**src/rtl/drum_event_spi_tx_if.sv**
```systemverilog
// Bus bundle for drum_event_spi_tx: trigger input, SPI slave pins and
// FIFO status. The master modport is the environment side (trigger
// source plus SPI master); the slave modport is the event serializer.
interface drum_event_spi_tx_if #(
    parameter int DEPTH = 8
);
    localparam int CW = $clog2(DEPTH) + 1;

    logic          trig_valid;
    logic [3:0]    trig_code;
    logic          sck;
    logic          cs_n;
    logic          sdo;
    logic          event_irq;
    logic [CW-1:0] fifo_count;
    logic          fifo_full;
    logic          overflow;

    modport master (
        output trig_valid, trig_code, sck, cs_n,
        input  sdo, event_irq, fifo_count, fifo_full, overflow
    );

    modport slave (
        input  trig_valid, trig_code, sck, cs_n,
        output sdo, event_irq, fifo_count, fifo_full, overflow
    );
endinterface

```
**src/rtl/drum_event_spi_tx.sv**
```systemverilog
// Drum event serializer: buffers one-cycle drum trigger events in a small
// FIFO and hands them to an MCU over SPI (mode 0, FPGA is the slave), one
// byte per event. Byte = {1, ovf, 00, code} for a popped entry, 8'h00 when
// the FIFO was empty at load time. SCK and CS_N are oversampled in the clk
// domain, so f_clk must be at least 8x f_sck.
module drum_event_spi_tx #(
    parameter int DEPTH       = 8,
    parameter int SYNC_STAGES = 2
) (
    input logic                 clk,
    input logic                 rst_n,
    drum_event_spi_tx_if.slave  bus
);

    localparam int            AW         = $clog2(DEPTH);
    localparam int            CW         = AW + 1;
    localparam logic [CW-1:0] FULL_COUNT = CW'(DEPTH);

    typedef enum logic [1:0] {
        ST_IDLE,
        ST_LOAD,
        ST_SHIFT
    } state_t;

    // ------------------------------------------------------------------
    // SPI input synchronizers and edge detection
    // ------------------------------------------------------------------
    logic [SYNC_STAGES-1:0] sck_sync;
    logic [SYNC_STAGES-1:0] cs_sync;
    logic                   sck_prev;
    logic                   cs_prev;
    logic                   sck_s;
    logic                   cs_s;
    logic                   sck_fall;
    logic                   cs_fall;
    logic                   cs_rise;

    // Shift SCK/CS_N through the synchronizer chains; remember last sample.
    // CS_N chain resets to the deasserted (high) level so reset release
    // never looks like a chip-select fall.
    always_ff @(posedge clk or negedge rst_n) begin
        if (!rst_n) begin
            sck_sync <= '0;
            cs_sync  <= '1;
            sck_prev <= 1'b0;
            cs_prev  <= 1'b1;
        end else begin
            // NOTE: sequential state uses non-blocking assignments so every
            // flop samples the pre-edge value of its neighbours.
            sck_sync <= {sck_sync[SYNC_STAGES-2:0], bus.sck};
            cs_sync  <= {cs_sync[SYNC_STAGES-2:0], bus.cs_n};
            sck_prev <= sck_sync[SYNC_STAGES-1];
            cs_prev  <= cs_sync[SYNC_STAGES-1];
        end
    end

    assign sck_s    = sck_sync[SYNC_STAGES-1];
    assign cs_s     = cs_sync[SYNC_STAGES-1];
    assign sck_fall = sck_prev & ~sck_s;
    assign cs_fall  = cs_prev & ~cs_s;
    assign cs_rise  = ~cs_prev & cs_s;

    // ------------------------------------------------------------------
    // Event FIFO
    // ------------------------------------------------------------------
    state_t        state_q;
    state_t        state_d;

    logic [3:0]    mem [DEPTH];
    logic [AW-1:0] wr_ptr;
    logic [AW-1:0] rd_ptr;
    logic [CW-1:0] count_q;
    logic [CW-1:0] count_d;
    logic          full_q;
    logic          irq_q;
    logic          overflow_q;

    logic          is_full;
    logic          pop;
    logic          push;
    logic          drop;
    logic [7:0]    load_byte;

    // A load pops whenever something is queued; a pop in the same cycle
    // frees the slot for a push arriving at full, so that push is kept.
    assign is_full   = (count_q == FULL_COUNT);
    assign pop       = (state_q == ST_LOAD) && (count_q != '0);
    assign push      = bus.trig_valid && (!is_full || pop);
    assign drop      = bus.trig_valid && is_full && !pop;
    assign count_d   = count_q + CW'(push) - CW'(pop);
    assign load_byte = pop ? {1'b1, overflow_q, 2'b00, mem[rd_ptr]} : 8'h00;

    // Entry storage: write-only port, contents are don't-care until pushed.
    // NOTE: the storage array has no reset; validity is tracked solely by
    // the pointers and count, which are reset.
    always_ff @(posedge clk) begin
        if (push) begin
            mem[wr_ptr] <= bus.trig_code;
        end
    end

    // Pointers, occupancy and registered status flags (next-count based).
    always_ff @(posedge clk or negedge rst_n) begin
        if (!rst_n) begin
            wr_ptr     <= '0;
            rd_ptr     <= '0;
            count_q    <= '0;
            full_q     <= 1'b0;
            irq_q      <= 1'b0;
            overflow_q <= 1'b0;
        end else begin
            if (push) begin
                wr_ptr <= wr_ptr + AW'(1);
            end
            if (pop) begin
                rd_ptr <= rd_ptr + AW'(1);
            end
            count_q <= count_d;
            full_q  <= (count_d == FULL_COUNT);
            irq_q   <= (count_d != '0);
            // A drop in the reporting cycle wins, so that loss is not hidden.
            if (drop) begin
                overflow_q <= 1'b1;
            end else if (pop) begin
                overflow_q <= 1'b0;
            end
        end
    end

    // ------------------------------------------------------------------
    // SPI transmit state machine
    // ------------------------------------------------------------------
    logic [7:0] shreg_q;
    logic [7:0] shreg_d;
    logic [2:0] bit_cnt_q;
    logic [2:0] bit_cnt_d;
    logic       sdo_q;
    logic       sdo_d;

    // Next state, shift register and MISO value; CS_N rise overrides all.
    always_comb begin
        // NOTE: every variable gets a default first so no path leaves it
        // unassigned, which would otherwise infer a latch.
        state_d   = state_q;
        shreg_d   = shreg_q;
        bit_cnt_d = bit_cnt_q;

        unique case (state_q)
            ST_IDLE: begin
                if (cs_fall) begin
                    state_d = ST_LOAD;
                end
            end
            ST_LOAD: begin
                shreg_d   = load_byte;
                bit_cnt_d = '0;
                state_d   = ST_SHIFT;
            end
            ST_SHIFT: begin
                if (sck_fall) begin
                    shreg_d   = {shreg_q[6:0], 1'b0};
                    bit_cnt_d = bit_cnt_q + 3'd1;
                    if (bit_cnt_q == 3'd7) begin
                        state_d = ST_LOAD;
                    end
                end
            end
            default: begin
                state_d = ST_IDLE;
            end
        endcase

        // Deselect aborts any byte in flight; a popped byte is not re-queued.
        if (cs_rise) begin
            state_d   = ST_IDLE;
            bit_cnt_d = '0;
        end

        sdo_d = (state_d == ST_SHIFT) ? shreg_d[7] : 1'b0;
    end

    // State, shift register, bit counter and registered MISO.
    always_ff @(posedge clk or negedge rst_n) begin
        if (!rst_n) begin
            state_q   <= ST_IDLE;
            shreg_q   <= 8'h00;
            bit_cnt_q <= '0;
            sdo_q     <= 1'b0;
        end else begin
            state_q   <= state_d;
            shreg_q   <= shreg_d;
            bit_cnt_q <= bit_cnt_d;
            sdo_q     <= sdo_d;
        end
    end

    assign bus.sdo        = sdo_q;
    assign bus.event_irq  = irq_q;
    assign bus.fifo_count = count_q;
    assign bus.fifo_full  = full_q;
    assign bus.overflow   = overflow_q;

endmodule

```
**src/flat_wrapper.sv**
```systemverilog
// flat-port wrapper written by rule: the top's interface ports become plain ports
module drum_event_spi_tx_flat 
#(
    parameter int DEPTH       = 8,
    parameter int SYNC_STAGES = 2
)
  (clk, rst_n, bus_trig_valid, bus_trig_code, bus_sck, bus_cs_n, bus_sdo, bus_event_irq, bus_fifo_count, bus_fifo_full, bus_overflow);
  drum_event_spi_tx_if #(.DEPTH(DEPTH)) bus_i ();
  input logic clk;
  input logic rst_n;
  input wire logic [$bits(bus_i.trig_valid)-1:0] bus_trig_valid;
  input wire logic [$bits(bus_i.trig_code)-1:0] bus_trig_code;
  input wire logic [$bits(bus_i.sck)-1:0] bus_sck;
  input wire logic [$bits(bus_i.cs_n)-1:0] bus_cs_n;
  output wire logic [$bits(bus_i.sdo)-1:0] bus_sdo;
  output wire logic [$bits(bus_i.event_irq)-1:0] bus_event_irq;
  output wire logic [$bits(bus_i.fifo_count)-1:0] bus_fifo_count;
  output wire logic [$bits(bus_i.fifo_full)-1:0] bus_fifo_full;
  output wire logic [$bits(bus_i.overflow)-1:0] bus_overflow;
  assign bus_i.trig_valid = bus_trig_valid;
  assign bus_i.trig_code = bus_trig_code;
  assign bus_i.sck = bus_sck;
  assign bus_i.cs_n = bus_cs_n;
  assign bus_sdo = bus_i.sdo;
  assign bus_event_irq = bus_i.event_irq;
  assign bus_fifo_count = bus_i.fifo_count;
  assign bus_fifo_full = bus_i.fifo_full;
  assign bus_overflow = bus_i.overflow;
  drum_event_spi_tx #(.DEPTH(DEPTH), .SYNC_STAGES(SYNC_STAGES)) u_core (.clk(clk), .rst_n(rst_n), .bus(bus_i));
endmodule
```
**config.mk**
```make
export PLATFORM = sky130hd
export DESIGN_NAME = drum_event_spi_tx_flat
export DESIGN_NICKNAME = d
export VERILOG_FILES = /design/src/rtl/drum_event_spi_tx_if.sv /design/src/rtl/drum_event_spi_tx.sv /design/src/flat_wrapper.sv
export SDC_FILE = /design/constraint.sdc
export NUM_CORES = 1
export LEC_CHECK = 0
export CAP_MARGIN = 20
export CORE_MARGIN = 2
export CORE_UTILIZATION = 40
export DETAILED_ROUTE_END_ITERATION = 12
export GPL_TIMING_DRIVEN = 0
export PLACE_DENSITY_LB_ADDON = 0.12
export SLEW_MARGIN = 5
export SYNTH_ARGS = -nofsm -noshare
export SYNTH_HDL_FRONTEND = slang
export SYNTH_SLANG_ARGS = --single-unit
```
**constraint.sdc**
```tcl
create_clock -name clk -period 4.3 [get_ports clk]
set_input_delay 0.43 -clock clk [delete_from_list [all_inputs] [get_ports clk]]
set_output_delay 0.43 -clock clk [all_outputs]
set_load 0.01 [all_outputs]
```
==> results of run 1 <==
## flip-flops by register name (all words and copies together) (netlist names)
| register | cells |
|---|---|
| u_core.bit_cnt_q | 3 |
| u_core.bus.event_irq | 1 |
| u_core.bus.fifo_count | 4 |
| u_core.bus.fifo_full | 1 |
| u_core.bus.overflow | 1 |
| u_core.bus.sdo | 1 |
| u_core.cs_prev | 1 |
| u_core.cs_sync | 2 |
| u_core.mem | 32 |
| u_core.rd_ptr | 3 |
| u_core.sck_prev | 1 |
| u_core.sck_sync | 2 |
| u_core.shreg_q | 8 |
| u_core.state_q | 2 |
| u_core.wr_ptr | 3 |
## final timing paths
path,start,endpoint,cells after the start
min in group clk,u_core.cs_sync[0],u_core.cs_sync[1],0
worst min register to register,u_core.cs_sync[0],u_core.cs_sync[1],0
worst min-delay path,rst_n,u_core.bit_cnt_q[0],1
max in group asynchronous,rst_n,u_core.wr_ptr[1],1
worst max register to register,u_core.state_q[1],u_core.bus.event_irq,10
worst max-delay path,u_core.state_q[1],u_core.bus.event_irq,10
## power breakdown
part	internal, mW	switching, mW	total (mW)	leakage, nW
clock	0.328	0.241	0.569	0.0991
sequential	0.795	0.0834	0.878	0.701
combinational	0.358	0.387	0.745	0.513
## placed cells by master, fill, tap and decap left out, types with 4 or more instances in the layout
cell type        Yosys  layout
xnor2_1              4       4
a21oi_1              5       5
mux4_2               8       8
o21ai_0              7       7
nand2_1              6       6
nand2b_1             5       5
clkdlybuf4s50_1      0      15
nor2_1              12      12
ha_1                14      14
mux2i_1              5       5
dfrtp_1             30      30
inv_1               14      14
and2b_2              4       4
edfxtp_1            32      32
clkbuf_8             0       9
a22oi_1              4       4
## per-stage QoR
stage,hold slack (ns),total power [mW]
after floorplan,0.134,1.42
after global placement,0.333,1.61
after detailed placement,0.348,1.64
after CTS,0.161,2.22
after global routing,0.193,2.34
final,0.148,2.19
## layer usage
layer	track usage [%]	vias to the layer above
met4	8.11	0
li1	-	742
met1	18.4	771
met2	21.9	22
met5	0	-
met3	4.24	13
## worst reg2reg max path, cell delays in order (launching register included)
cell	delay (ns)
dfrtp_1	0.42
inv_1	0.12
ha_1	0.25
a21boi_2	0.42
ha_1	0.30
inv_1	0.06
ha_1	0.26
a21o_1	0.18
a21oi_1	0.18
xnor2_1	0.18
or4b_1	0.47
## layout make-up
cell class | count | area, sq um | share of cell area (%)
sequential | 65 | 1790 | 54.2
multi-input combinational | 105 | 940 | 28.5
timing repair buffer | 16 | 155 | 4.70
clock buffer | 10 | 128 | 3.87
tap | 96 | 120 | 3.64
clock inverter | 6 | 91.3 | 2.77
inverter | 14 | 52.6 | 1.59
buffer | 5 | 23.8 | 0.720
## logic make-up (layout without fill, tap and decap cells)
group           after synthesis  in the layout
fa+ha+maj                    15             15
xor+xnor                      6              6
simple gates                 39             39
flops                        65             65
compound gates               29             29
mux                          16             16
buf+inv                      19             51
==> metrics.txt, run 1 <==
outcome=finished, final reports clean; top-count cell post-synth=edfxtp_1; via count=1548; Post-Synthesis Cells=189; first-pass GRT wire length=7960 um; critical path's largest stage delay=0.47 ns; worst-path fanout max=7; Port Buf Inserts=16; hpwl dp=3420 um; CP Launch Type=register; Post-CTS Hold Buffers=0; GPL Wtd Cong=0.767; Rel. slew slack=50.4%; Crit path required time=4.51 ns; Placed Area=3080 sq um; I/O pin cnt=17; share of the synthesized area in the top cell type=34.2%; initial cell density of the core=41.3%; Antenna Nets Post-Route=0; Remaining Overflow, GRT=0; worst-skew pair later-pin latency=0.34 ns; Cell Pwr Density=664 nW/um^2; M1 wire length=2190 um; final cell count without fillers=317; Initial DRC Count=86; commonest register cell after synthesis=edfxtp_1; Die H=87.8 um; Slowest-stage cell, CP=or4b_1; Routed WL=4860 um; GRT Total Usage=14.4%; dpl ws=1.38 ns; # rows=30; unrepaired setup endpoints after global routing=false; Final Slew Violations=0; die area=7700 sq um; most numerous cell on the critical path=ha_1; Antenna diodes=0; Setup CP Type=reg -> reg; Synth area leaders=edfxtp_1 34%, dfrtp_1 27%, mux4_2 6.4%; setup_tns=0 ns; design area=3300 sq um; final core utilization=48.6%; Unique masters post-synth=41; Setup Viol. Count Final=0; CP top delay family=adder cells; top cells by count, synth=32 x edfxtp_1, 30 x dfrtp_1, 14 x ha_1, 14 x inv_1, 12 x nor2_1; DRT Pass-1 Iters=4; Clock Sinks=65; fin nets=240; cts bufs inserted=9; flop and latch count out of synthesis=65; post_cts resized=0; Max Fclk=0.336 GHz; Worst VDD drop=342 uV; Avg Vias per Cell=4.88; vias in the first global route=1598; Leak=1.31 nW; Syn Std Cell Area=2810 sq um; H-Tree Depth=3; DR top layer=met4; CP bufs+invs=2; Net Count, Synth=213; Adder-Cell Fraction of Synth Area=6.95%; yosys warns=0; Area Growth Syn to Fin=17.6%; WL met2=2380 um; Critical Path, Cell by Cell=inv_1, ha_1, a21boi_2, ha_1, inv_1, ha_1, a21o_1, a21oi_1, xnor2_1, or4b_1; met3 routed wirelength=156 um; leading area contributor after synthesis=edfxtp_1; ys async rst share=50.8%; R2R Setup Slk=1.32 ns; final worst path period need=2.98 ns; die width=87.8 um; Compound-Gate Fraction of Synth Area=7.40%; Fill cells=598; postcts setup bufs=0; worst path arrival time=3.19 ns; CP Capture Type=register; PnR worst setup slack=1.32 ns; xor/xnor share of the synthesized area=1.87%; largest net degree at the start of global routing=34; post-synthesis mux area share=9.41%; Synth Area per Inst=14.8 sq um; Cells after DPL=301; Post-synth EDFFs=32; CTS tree=yes; Root Driver=clkbuf_8; Final period util=69.2%; Least-Margin Pin Slew=0.744 ns; layout cells sized above 1=19.5%; final hold violations=0; drc violations=0; simple-gate share of the synthesized area=7.85%; HP Class=in -> async; Worst-path clk slew=0.08 ns; routed len/inst=15.3 um; register area share after synthesis=63.8%; Max Cap Viol=0; initial antenna violation count=0; main combinational cell family by area after synthesis=multiplexers; clk buf depth=2; skew final=0.0147 ns; Core Box Area=6790 sq um
Power figures use the tool's default switching activity.
==> run 2: changes to the inputs <==
Clock period 4.3 ns to 2.8 ns, I/O delays scaled along.
==> metrics.txt, run 2 (synthesis gave the netlist of run 1 again) <==
Max Fclk=0.372 GHz (+11%); Remaining Overflow, GRT=0 (unchanged); Rel. slew slack=50.6% (+0.15 points); HP Class=in -> async; R2R Setup Slk=0.11 ns (-1.21 ns); Avg Vias per Cell=4.92 (+0.84%); Setup CP Type=reg -> reg; dpl ws=-0.117 ns (-1.50 ns); Max Cap Viol=0 (unchanged); final worst path period need=2.69 ns (-0.287 ns); CP Capture Type=register; fin nets=241 (+0.42%); Leak=1.32 nW (+0.37%); reg2reg end=u_core.bus.event_irq; Core Box Area=6790 sq um (unchanged); Crit Reg-Reg Startpoint=u_core.state_q[1]; most numerous cell on the critical path=inv_1; largest register by flop count=u_core.mem; design area=3330 sq um (+0.87%); Clock Sinks=65 (unchanged); Largest register FFs=32 (unchanged); Least-Margin Pin Slew=0.742 ns (-0.00231 ns); worst path arrival time=2.90 ns (-0.29 ns); worst-path fanout max=4 (-3); largest net degree at the start of global routing=34 (unchanged); routed len/inst=15.2 um (-0.50%); vias in the first global route=1609 (+0.69%); drc violations=0 (unchanged); CP Launch Type=register; Final Slew Violations=0 (unchanged); initial antenna violation count=0 (unchanged); CP top delay family=adder cells; layout cells sized above 1=20.7% (+1.3 points); unrepaired setup endpoints after global routing=false; final hold violations=4 (+4); Final period util=96.0% (+27 points); Crit path depth=10 (unchanged); CTS tree=yes; Routed WL=4850 um (-0.19%); initial cell density of the core=41.3% (unchanged); Worst-path clk slew=0.08 ns (about the same); first-pass GRT wire length=7980 um (+0.26%); Worst VDD drop=527 uV (+54%); Antenna diodes=0 (unchanged); Critical Path, Cell by Cell=inv_1, ha_2, a21boi_4, ha_2, inv_1, ha_1, inv_1, fa_1, inv_1, or4b_1; Initial DRC Count=87 (+1.2%); Area Growth Syn to Fin=18.6%; DRT Pass-1 Iters=6 (+2); I/O pin cnt=17 (unchanged); Antenna Nets Post-Route=0 (unchanged); GPL Wtd Cong=0.767 (unchanged); die area=7700 sq um (unchanged); Placed Area=3080 sq um (unchanged); Port Buf Inserts=16 (unchanged); commonest cells after routing, fill and taps aside=32 x edfxtp_1, 30 x dfrtp_1, 15 x clkdlybuf4s50_1, 14 x inv_1; Cell Pwr Density=1020 nW/um^2 (+54%); Setup Viol. Count Final=0 (unchanged); via count=1566 (+1.2%); clk buf depth=2 (unchanged); Tot Pwr=3.40 mW (+55%); worst-skew pair later-pin latency=0.34 ns (about the same); outcome=finished, violations left; Die H=87.8 um (unchanged); hpwl dp=3420 um (unchanged); Slowest-stage cell, CP=or4b_1; skew final=0.0141 ns (-0.000679 ns); Hold Slack=-0.00362 ns (-0.152 ns); violated checks=hold timing; H-Tree Depth=3 (unchanged); Crit path required time=3.01 ns (-1.50 ns); CP bufs+invs=4 (+2); commonest non-fill, non-tap cell in the layout=edfxtp_1; GRT Total Usage=14.4% (+0.020 points); critical path's largest stage delay=0.51 ns (+0.04 ns); Reg2Reg Depth=10 (unchanged); Root Driver=clkbuf_8; # rows=30 (unchanged); PnR worst setup slack=0.111 ns (-1.21 ns); die width=87.8 um (unchanged); cts bufs inserted=9 (unchanged)
[run 2: how the worst max path moves through the flow]
stage | from | to | slack (ns)
2_1_floorplan | u_core.state_q[1] | u_core.bus.event_irq | 0.20
3_3_place_gp | u_core.state_q[1] | u_core.bus.event_irq | -0.07
3_5_place_dp | u_core.state_q[1] | u_core.bus.event_irq | -0.12
4_1_cts | u_core.state_q[1] | u_core.bus.event_irq | 0.06
5_1_grt | u_core.state_q[1] | u_core.bus.event_irq | 0.009
6_report | u_core.state_q[1] | u_core.bus.event_irq | 0.11
[run 2: through the flow]
stage | hold WS [ns] | utilization (%) | instances | setup TNS (ns)
floorplan | -0.0156 | - | 189 | 0
global placement | 0.333 | 45.4 | 301 | -0.0738
detailed placement | 0.348 | 45.4 | 301 | -0.117
CTS | 0.0110 | 48.8 | 318 | 0
global route | 0.0432 | 49.0 | 318 | 0
finish | -0.00362 | 49.0 | 318 | 0
[run 2: final cells by class]
cell class	instances	area, sq um
Fill cell	598	3460
Sequential cell	65	1790
Multi-Input combinational cell	105	961
Clock buffer	10	128
Clock inverter	6	91.3
Buffer	5	23.8
Tap cell	96	120
Timing Repair Buffer	17	163
Inverter	14	52.6
[run 2: power by group]
group | leakage [nW] | switching (mW) | internal [mW] | total [mW]
combinational | 0.518 | 0.611 | 0.571 | 1.18
clock | 0.0991 | 0.367 | 0.504 | 0.871
sequential | 0.701 | 0.128 | 1.22 | 1.35
total | 1.32 | 1.11 | 2.30 | 3.40
[run 2: layer usage]
metal  wire length [um]  GRT usage, %  vias up
li1                   -             -      740
met1               2190          18.3      787
met2               2380          22.0       26
met3                156          4.24       13
met4                129          8.11        0
met5                  0             0        -
[run 2: worst register-to-register path, stage by stage, from the launching register on]
cell      delay (ns)
dfrtp_1         0.42
inv_1           0.12
ha_2            0.24
a21boi_4        0.20
ha_2            0.28
inv_1           0.05
ha_1            0.15
inv_1           0.05
fa_1            0.47
inv_1           0.06
or4b_1          0.51
[run 2: what timing repair did]
item,in CTS,in global routing
buffers inserted,1,0
hold buffers,0,0
resized for setup,1,3
endpoints found under the setup margin,1,1
gates cloned,0,0
